--- config.mk ---
export PLATFORM = sky130hd
export DESIGN_NAME = median9_sort_sched
export DESIGN_NICKNAME = d
export VERILOG_FILES = /design/src/rtl/median9_sort_sched.sv
export SDC_FILE = /design/constraint.sdc
export NUM_CORES = 1
export LEC_CHECK = 0
export BUFFER_PORTS_ARGS = -buffer_cell sky130_fd_sc_hd__buf_2
export CAP_MARGIN = 20
export CELL_PAD_IN_SITES_DETAIL_PLACEMENT = 1
export CELL_PAD_IN_SITES_GLOBAL_PLACEMENT = 1
export CORE_ASPECT_RATIO = 0.9
export CORE_MARGIN = 2
export CORE_UTILIZATION = 42
export CTS_CLUSTER_DIAMETER = 150
export CTS_CLUSTER_SIZE = 30
export DETAILED_ROUTE_END_ITERATION = 6
export PLACE_DENSITY = 0.88
export SLEW_MARGIN = 20
export SYNTH_ARGS = -nofsm -noshare
export SYNTH_HDL_FRONTEND = slang
export SYNTH_SLANG_ARGS = --single-unit
export TNS_END_PERCENT = 5
--- constraint.sdc ---
create_clock -name iClk -period 3.4 [get_ports iClk]
set_input_delay 0.34 -clock iClk [delete_from_list [all_inputs] [get_ports iClk]]
set_output_delay 0.34 -clock iClk [all_outputs]
set_load 0.02 [all_outputs]
--- src/rtl/median9_sort_sched.sv ---
// median9_sort_sched: 3x3 median via three passes through a shared external 3-input sorter.
// Column sort, then min-of-max / med-of-med / max-of-min, then the median of those three.
module median9_sort_sched #(
  parameter int SORT_LAT = 2
) (
  input  logic        iClk,
  input  logic        iRst,
  input  logic [7:0]  iPix0,
  input  logic [7:0]  iPix1,
  input  logic [7:0]  iPix2,
  input  logic [7:0]  iPix3,
  input  logic [7:0]  iPix4,
  input  logic [7:0]  iPix5,
  input  logic [7:0]  iPix6,
  input  logic [7:0]  iPix7,
  input  logic [7:0]  iPix8,
  input  logic        iValid,
  output logic        oReady,
  output logic [7:0]  oSortA,
  output logic [7:0]  oSortB,
  output logic [7:0]  oSortC,
  input  logic [7:0]  iSortMin,
  input  logic [7:0]  iSortMed,
  input  logic [7:0]  iSortMax,
  output logic [7:0]  oMedian,
  output logic        oValid,
  input  logic        iReady,
  output logic        oBusy,
  output logic [15:0] oWinCount
);
  typedef enum logic [2:0] {IDLE, S1_ISSUE, S1_WAIT, S2_ISSUE, S2_WAIT, S3_ISSUE, S3_WAIT, DONE} state_t;
  state_t state_q, state_d;
  logic [1:0] cnt_q, cnt_d;
  logic [7:0] pix_q [9];
  logic [7:0] pix_d [9];
  logic [3:0] tag_q [SORT_LAT];
  logic [3:0] tag_d [SORT_LAT];
  logic [7:0] mn_q [3];
  logic [7:0] mn_d [3];
  logic [7:0] md_q [3];
  logic [7:0] md_d [3];
  logic [7:0] mx_q [3];
  logic [7:0] mx_d [3];
  logic [7:0] mom_q, mom_d, mem_q, mem_d, xom_q, xom_d;
  logic [7:0] median_q, median_d;
  logic valid_q, valid_d;
  logic [15:0] win_count_q, win_count_d;
  logic issue, hs, s3_cap;
  logic [2:0] code;
  logic [3:0] cap, idx;
  // Tag = {valid, code}; codes 0-2 column sort, 4-6 second pass, 7 final median
  assign cap = tag_q[SORT_LAT-1];
  assign s3_cap = cap == 4'b1111;
  assign hs = state_q == DONE && iReady;
  assign idx = {2'b00, cnt_q};
  assign oMedian = median_q;
  assign oValid = valid_q;
  assign oWinCount = win_count_q;
  always_ff @(posedge iClk) begin
    if (iRst) state_q <= IDLE;
    else state_q <= state_d;
  end
  always_comb begin
    state_d = state_q;
    cnt_d = 2'd0;
    case (state_q)
      IDLE:     state_d = iValid ? S1_ISSUE : IDLE;
      S1_ISSUE: begin
        state_d = cnt_q == 2'd2 ? S1_WAIT : S1_ISSUE;
        cnt_d = cnt_q == 2'd2 ? 2'd0 : cnt_q + 2'd1;
      end
      S1_WAIT:  state_d = cap == 4'b1010 ? S2_ISSUE : S1_WAIT;
      S2_ISSUE: begin
        state_d = cnt_q == 2'd2 ? S2_WAIT : S2_ISSUE;
        cnt_d = cnt_q == 2'd2 ? 2'd0 : cnt_q + 2'd1;
      end
      S2_WAIT:  state_d = cap == 4'b1110 ? S3_ISSUE : S2_WAIT;
      S3_ISSUE: state_d = S3_WAIT;
      S3_WAIT:  state_d = s3_cap ? DONE : S3_WAIT;
      DONE:     state_d = iReady ? IDLE : DONE;
      default:  state_d = IDLE;
    endcase
  end
  always_comb begin
    oReady = state_q == IDLE;
    oBusy = state_q != IDLE;
    issue = state_q == S1_ISSUE || state_q == S2_ISSUE || state_q == S3_ISSUE;
    code = state_q == S1_ISSUE ? {1'b0, cnt_q} : state_q == S2_ISSUE ? {1'b1, cnt_q} : 3'b111;
    {oSortA, oSortB, oSortC} =
      state_q == S1_ISSUE ? {pix_q[idx], pix_q[idx + 4'd3], pix_q[idx + 4'd6]} :
      state_q == S2_ISSUE ? (cnt_q == 2'd0 ? {mx_q[0], mx_q[1], mx_q[2]} :
                             cnt_q == 2'd1 ? {md_q[0], md_q[1], md_q[2]} :
                                             {mn_q[0], mn_q[1], mn_q[2]}) :
      state_q == S3_ISSUE ? {mom_q, mem_q, xom_q} : 24'd0;
  end
  always_comb begin
    pix_d = pix_q;
    if (state_q == IDLE && iValid)
      pix_d = '{iPix0, iPix1, iPix2, iPix3, iPix4, iPix5, iPix6, iPix7, iPix8};
    tag_d[0] = issue ? {1'b1, code} : 4'd0;
    for (int i = 1; i < SORT_LAT; i++) tag_d[i] = tag_q[i-1];
    mn_d = mn_q;
    md_d = md_q;
    mx_d = mx_q;
    if (cap[3] && !cap[2]) begin
      mn_d[cap[1:0]] = iSortMin;
      md_d[cap[1:0]] = iSortMed;
      mx_d[cap[1:0]] = iSortMax;
    end
    mom_d = cap == 4'b1100 ? iSortMin : mom_q;
    mem_d = cap == 4'b1101 ? iSortMed : mem_q;
    xom_d = cap == 4'b1110 ? iSortMax : xom_q;
    median_d = s3_cap ? iSortMed : median_q;
    valid_d = s3_cap | (valid_q & ~hs);
    win_count_d = win_count_q + {15'd0, hs};
  end
  always_ff @(posedge iClk) begin
    if (iRst) begin
      cnt_q <= 2'd0;
      pix_q <= '{default: '0};
      tag_q <= '{default: '0};
      mn_q <= '{default: '0};
      md_q <= '{default: '0};
      mx_q <= '{default: '0};
      mom_q <= 8'd0;
      mem_q <= 8'd0;
      xom_q <= 8'd0;
      median_q <= 8'd0;
      valid_q <= 1'b0;
      win_count_q <= 16'd0;
    end else begin
      cnt_q <= cnt_d;
      pix_q <= pix_d;
      tag_q <= tag_d;
      mn_q <= mn_d;
      md_q <= md_d;
      mx_q <= mx_d;
      mom_q <= mom_d;
      mem_q <= mem_d;
      xom_q <= xom_d;
      median_q <= median_d;
      valid_q <= valid_d;
      win_count_q <= win_count_d;
    end
  end
endmodule

; After elaboration in Yosys (flattened, before gate mapping)
; Index checks and enable logic that the tools add are counted.
[totals]
reg_bits = 206
in_bits = 100
out_inout_bits = 51
wordCells = 106
[classes]
n_addsub = 4
magnitude_cmp = 5
eq_ne = 14
muxes = 30
bitwise_logic = 9
n_reduce_logical = 14
[ops]
columns = cell, n
row1 = 24-bit 2-to-1 mux, 5
row2 = 8-bit binary-select mux with 4-bit select, 3
row3 = 24-bit bitwise mux, 3
row4 = 8-bit 2-to-1 mux, 7
row5 = 3-bit one-hot mux with 8 select lines, 1
row6 = 4-bit equality test (second input constant), 5
row7 = 16-bit by 1-bit adder with 16-bit output, 1
row8 = 8-bit demux with 2-bit select, 1
row9 = 5-bit greater-or-equal comparator (second input constant), 3
row10 = 3-bit equality test (second input constant), 4
row11 = 3-bit 2-to-1 mux, 3
row12 = 3-bit by 2-bit equality test with 1-bit output (second input constant), 2
row13 = 3-bit OR reduction, 2
row14 = 2-bit inverter with 5-bit output, 1
row15 = 3-bit inverter with 5-bit output, 1
row16 = 4-bit inverter with 5-bit output, 1
row17 = 2-bit by 3-bit adder with 4-bit output (second input constant), 1
row18 = 1-bit logical AND, 4
row19 = 1-bit 2-to-1 mux, 4
row20 = 2-bit 2-to-1 mux, 2
row21 = 4-bit 2-to-1 mux, 1
row22 = 2-bit OR reduction, 2
row23 = 2-bit by 2-bit adder with 3-bit output (second input constant), 1
row24 = 3-bit by 1-bit equality test with 1-bit output (second input constant), 1
row25 = 14 further kinds, 17

; Depth between registers and ports, before layout
; Gate-level depths: netlist of run 1.
[depth]
depth_word = 6
depth_mapped = 11
depth_no_buf = 7

; Worst setup path after synthesis of run 1
; Ideal clock, no wire load.
[synth_path]
kind = reg2out
start = register cnt_q[0]
end = output oSortB[6]
t_arrival_ns = 2.267
required_ns = 3.060
path_slack_ns = 0.793
path_stages_with_launch = 11
n_path_buf = 5
path_cell_list = dfxtp_1 buf_6 buf_6 inv_1 clkbuf_1 ha_1 clkbuf_1 buf_2 mux4_2 nand2_1 nand3_1
[synth_via]
elab_chain_len = 6
elab_cells_between_ends = 11
cone_classes = add/sub: 1 / eq/ne: 1 / mux: 7 / bitwise: 1 / reduce/logical: 1
[synth_lines]
columns = item, line_no
row1 = from (decl), 33  ; logic [1:0] cnt_q, cnt_d;
row2 = from (signal assigned), 132  ; cnt_q <= cnt_d;
row3 = 2-bit by 2-bit adder with 3-bit output, 90  ; state_q == S1_ISSUE ? {pix_q[idx], pix_q[idx + 4'd3], pix_q[idx + 4'd6]} :
row4 = 3-bit inverter with 5-bit output (not written as such), 90
row5 = 8-bit binary-select mux with 4-bit select, 90
row6 = 8-bit 2-to-1 mux (not written as such) (2 in a row), 90
row7 = 24-bit 2-to-1 mux (*), 90
row8 = to (decl), 20  ; output logic [7:0] oSortB,
; Mark *: on every way between the ends. The rest lies on a longest branch, timed or not. The select of a mux whose other input is x is not followed.

; Worst setup path in the final report of run 1
[layout_path]
start = register cnt_q[0]
end = output oSortB[2]
; Same word-level chain as after synthesis.

==> results_dict.tcl, run 1 <==
set metrics [dict create \
    antenna_found_initial 1 \
    cts_tree "yes" \
    gp_congestion 0.839 \
    grt_usage 0.249 \
    p_leak_nw 3.74 \
    regArea_um2 4130 \
    nNetsFinal 1329 \
    clk_pin_slew_worst_paths_ns 0.12 \
    drc 0 \
    finalSetupViolations 0 \
    cp-start-kind "flip-flop" \
    synth_top_area_frac 0.452 \
    rsz0062_at_grt "false" \
    clk_latency_ns 0.48 \
    yosys_warnings 0 \
    synth.avg_cell_area_um2 8.12 \
    cts_resized 0 \
    syn-cell-area_um2 9130 \
    ios 151 \
    clockBufferDepth 3 \
    fin_crit_sh 0.940 \
    seq_area_frac_synth 0.452 \
    multi_input_area_um2 4560 \
    cts_hold_buf 0 \
    synth-xor-area-share 0.0115 \
    synthSimpleGateAreaFrac 0.221 \
    yosys.area_share.adder 0.00685 \
    synth.area.top_cells "dfxtp_1 (45%), nand2_1 (17%), a21oi_1 (11%)" \
    core_area_um2 21500 \
    port_buffers 150 \
    synth_ff_type "dfxtp_1" \
    syn_nets 1229 \
    hold_class "in2reg" \
    synth-compound-area-share 0.153 \
    die_area_um2 22900 \
    setup_tns_ns 0 \
    max_freq_ghz 0.313 \
    dp_hpwl_um 21800 \
    grt_max_degree 103 \
    end_kind "output pin" \
    crit_arrival_ns 2.86 \
    num_vias 8426 \
    area_growth_pct 12.8 \
    final_core_util 0.479 \
    worst_slew_pin_slew_ns 0.987 \
    detail-route-antenna-nets 0 \
    wl_um 29400 \
    dr.pass1.iters 5 \
    h-tree-depth 1 \
    final_common_cell "nand2_1" \
    ir_drop_mv 0.287 \
    start_util 0.425 \
    die_x_um 159 \
    viasPerCell 5.56 \
    root_buffer "clkbuf_16" \
    p_per_area_nw_per_um2 431 \
    wire_per_inst_um 19.4 \
    final_cell_mix "nand2_1 (407), dfxtp_1 (205), a21oi_1 (199)" \
    grt_pass1_wl_um 45300 \
    worst-endpoint-required_ns 3.06 \
    drtIter0Drc 598 \
    layout-drive-gt1-share 0.196 \
    crit_type "reg2out" \
    num_rows 51 \
    clock_skew_ns 0.0213 \
    muxShareOfSynthArea 0.105 \
    grt_remaining_overflow 0 \
    post-route-min-period_ns 3.20 \
    die_height_um 144 \
    clock_sinks 206 \
    synth_top_family_by_area "simple AND/OR/NAND/NOR gates" \
    status "complete, no violations" \
    cts_setup_buffers 0 \
    fillers 2652 \
    synthCells 1124 \
    drv_slew 0 \
    cts_inserted_buffers 10 \
    drv_cap 0 \
    hold_violations 0 \
    slew_headroom 0.337 \
    yosys.area.top_type "dfxtp_1" \
    cp_max_fo 18 \
    async_flop_share 0 \
    synth_cell_types 46 \
    ys_seq_elements 206 \
    grt_pass1_vias 8196 \
    synth_edf_count 0 \
]
[stage by stage]
| stage | worst slack [ns] | hold slack, ns | total power, W | cells | cell area [µm²] |
|---|---|---|---|---|---|
| after floorplan | 0.793 | 0.414 | 0.00284 | 1124 | 9130 |
| after global placement | 0.842 | 0.416 | 0.00301 | 1503 | 9990 |
| after detailed placement | 0.747 | 0.438 | 0.00302 | 1503 | 9990 |
| after CTS | 0.227 | 0.0839 | 0.00445 | 1515 | 10300 |
| after global routing | 0.0746 | 0.0863 | 0.00458 | 1515 | 10300 |
| final | 0.204 | 0.0843 | 0.00444 | 1516 | 10300 |
[worst max-delay path, stage by stage (launching register included)]
cell and delay [ns]:
dfxtp_2 0.45, inv_1 0.10, ha_1 0.21, buf_4 0.20, inv_1 0.43, nand2_1 0.40, o221ai_1 0.29, a21oi_1 0.12
buf_2 0.19
[per-layer routing]
metal,vias to the layer above,global-route usage,wire [µm]
met5,-,0,0
met4,0,0.0660,807
met3,53,0.0358,1790
met2,279,0.423,13700
met1,4111,0.335,13100
li1,3983,-,-
[cells in the mapped netlist, types with 6 or more instances]
| cell type | number |
|---|---|
| o22a_1 | 7 |
| buf_6 | 9 |
| mux4_2 | 24 |
| a221oi_1 | 8 |
| nand2_1 | 407 |
| nor2_1 | 25 |
| o221ai_1 | 9 |
| a21oi_1 | 199 |
| nand2b_1 | 7 |
| buf_2 | 24 |
| xnor2_1 | 10 |
| a22oi_1 | 7 |
| o21ai_0 | 14 |
| mux2_2 | 24 |
| mux2i_1 | 15 |
| inv_1 | 9 |
| nand3_1 | 13 |
| nor2b_1 | 6 |
| dfxtp_1 | 206 |
| clkbuf_1 | 44 |
[cells by family (layout without fill, tap and decap cells)]
kind of cell	Yosys count	in the layout
AND/OR/NAND/NOR	493	493
AO/OA/AOI/OAI	253	253
flip-flops	206	206
buffers and inverters	92	192
multiplexers	63	63
XOR/XNOR	12	12
adder cells (fa/ha/maj)	5	5
other	0	1
[report_power, final]
part	internal, W	total, W	switching (W)
logic	0.000168	0.000445	0.000277
registers	0.00248	0.00253	0.0000507
clock network	0.000663	0.00147	0.000804
[flip-flops by register name (all words and copies together) (netlist names), 8 cells and up]
name and flops:
mx_q 24, xom_q 8, md_q 24, mom_q 8, mn_q 24, pix_q 72
oWinCount 16, oMedian 8, mem_q 8
[layout make-up]
| class | count | share of cell area |
|---|---|---|
| Inverter | 9 | 0.00328 |
| Clock buffer | 11 | 0.0267 |
| Antenna cell | 1 | 0.000243 |
| Multi-Input combinational cell | 826 | 0.442 |
| Timing Repair Buffer | 171 | 0.0888 |
| Clock inverter | 1 | 0.00292 |
| Tap cell | 291 | 0.0353 |
| Sequential cell | 206 | 0.400 |
[path summary, 6_finish.rpt]
path | start | endpoint | slack [ns] | cells past startpoint
worst max-delay path | cnt_q[0] | oSortB[2] | 0.20 | 8
worst min register to register | tag_d[1] | cap[1] | 0.46 | 1
worst min-delay path | iPix4[0] | pix_q[32] | 0.08 | 3
worst max register to register | state_q[0] | oWinCount[14] | 1.05 | 7
(Power assumes the default switching activity.)
==> inputs of run 2 (changes only) <==
- CORE_ASPECT_RATIO: 0.9 -> not set
==> run 2 against run 1 <==
Net effect:
- global-route usage increased by 0.72 points
- final cell count decreased by 1.6%
- first-iteration DRC count decreased by 7.9%
- via count decreased by 0.70%
- die area about the same
- flip-flop and latch count unchanged
- fmax decreased by 0.72%
- register-to-register slack got worse by 0.47 ns
- sequential power about the same
- largest cell class unchanged
==> results_dict.tcl, run 2 (synthesis results as in run 1) <==
set metrics [dict create \
    h-tree-depth 1 \
    drc 0 \
    grt_usage 0.256 \
    fin_cells 1492 \
    hold_end "pix_q[7]" \
    status "complete, no violations" \
    crit_cells 5 \
    rrSetupSlack_ns 0.58 \
    port_buffers 150 \
    slowest_delay_ns 0.73 \
    drtIter0Drc 551 \
    layout-drive-gt1-share 0.193 \
    num_vias 8367 \
    crit_arrival_ns 2.88 \
    hold_depth 3 \
    cts_tree "yes" \
    setup_tns_ns 0 \
    r2r-start "state_q[2]" \
    post-route-min-period_ns 3.22 \
    max_freq_ghz 0.311 \
    top_usage_layer "met2" \
    crit_chain "or3b_1 -> nor2_1 -> nand2_1 -> nand3_1 -> buf_2" \
    end_kind "output pin" \
    wire_per_inst_um 19.8 \
    clock_sinks 206 \
    dr.pass1.iters 4 \
    crit_family "simple AND/OR/NAND/NOR gates" \
    met1_usage 0.344 \
    drv_slew 0 \
    grtUsageMet2 0.427 \
    slew_headroom 0.294 \
    regMostFlops "pix_q" \
    hp-start "iPix8[7]" \
    p_per_area_nw_per_um2 431 \
    area_growth_pct 12.3 \
    nNetsFinal 1322 \
    rsz0062_at_grt "false" \
    worst-endpoint-required_ns 3.06 \
    cp-start-kind "flip-flop" \
    die_height_um 151 \
    met3_usage 0.0346 \
    worst_slew_pin_slew_ns 1.06 \
    antenna_found_initial 0 \
    crit_slowest_cell "or3b_1" \
    fin_crit_sh 0.947 \
    clockBufferDepth 3 \
    clk_pin_slew_worst_paths_ns 0.11 \
    hold_violations 0 \
    die_area_um2 22900 \
    final_common_cell "nand2_1" \
    clock_skew_ns 0.00908 \
    start_util 0.432 \
    grt_pass1_wl_um 45900 \
    grt_pass1_vias 8484 \
    clk_latency_ns 0.48 \
    p_leak_nw 3.71 \
    hold_class "in2reg" \
    detail-route-antenna-nets 0 \
    n_antenna_cell 0 \
    wl_um 29500 \
    ios 151 \
    ir_drop_mv 0.313 \
    core_area_um2 21200 \
    reg2reg_depth 7 \
    dp.cells 1479 \
    path_buf_inv 1 \
    drv_cap 0 \
    grt_remaining_overflow 0 \
    final_cell_mix "nand2_1 (407), dfxtp_1 (205), a21oi_1 (199)" \
    cp_max_fo 19 \
    largest_reg_flops 72 \
    crit_type "reg2out" \
    dp_hpwl_um 21300 \
    grt_max_degree 148 \
    die_x_um 151 \
    gp_congestion 0.820 \
    root_buffer "clkbuf_16" \
    num_rows 53 \
    r2r-end "oWinCount[13]" \
    finalSetupViolations 0 \
    viasPerCell 5.61 \
    cts_inserted_buffers 10 \
    hold_slack_ns 0.0871 \
    cts_setup_buffers 0 \
]
==> run 2: how the worst max path moves through the flow <==
| stage | start | endpoint |
|---|---|---|
| 2_1_floorplan | cnt_q[0] | oSortB[6] |
| 3_3_place_gp | state_q[2] | oWinCount[13] |
| 3_5_place_dp | state_q[2] | oWinCount[13] |
| 4_1_cts | cnt_q[0] | oSortB[2] |
| 5_1_grt | state_q[2] | oSortB[6] |
| 6_report | state_q[2] | oSortB[6] |
==> run 2: layout make-up <==
| class | count | area, µm² |
|---|---|---|
| Clock inverter | 1 | 30.0 |
| Clock buffer | 11 | 275 |
| Fill cell | 2608 | 10900 |
| Sequential cell | 206 | 4130 |
| Inverter | 9 | 33.8 |
| Multi-Input combinational cell | 826 | 4560 |
| Timing Repair Buffer | 164 | 882 |
| Tap cell | 275 | 344 |
==> run 2: per-stage QoR <==
step	setup slack (ns)	power [W]	instance area, µm²	util
floorplan	0.793	0.00284	9130	-
global placement	0.769	0.00300	9910	0.469
detailed placement	0.582	0.00302	9910	0.469
CTS	0.140	0.00444	10200	0.483
global route	0.0235	0.00457	10300	0.485
finish	0.181	0.00442	10300	0.485
==> run 2: per-layer routing <==
layer	share of wire	wire (µm)
met5	0	0
met4	0.033	980
met3	0.054	1580
met2	0.47	14000
met1	0.44	12900
==> run 2: timing repair <==
action | 4_1_cts | 5_1_grt
endpoints found under the hold margin | 0 | 0
endpoints found under the setup margin | 0 | 15
hold buffers | 0 | 0
resized for setup | 0 | 2
==> run 2: tightest hold or removal path, delay by kind of cell <==
kind	cells	cell delay, ns
simple gates	1	0.04
compound gates	1	0.05
buf+inv	1	0.10
==> run 2: report_power, final <==
group	internal, W	leakage (nW)	switching (W)	total [W]
Combinational	0.000167	1.89	0.000277	0.000444
Clock	0.000663	0.150	0.000787	0.00145
Sequential	0.00248	1.67	0.0000481	0.00252
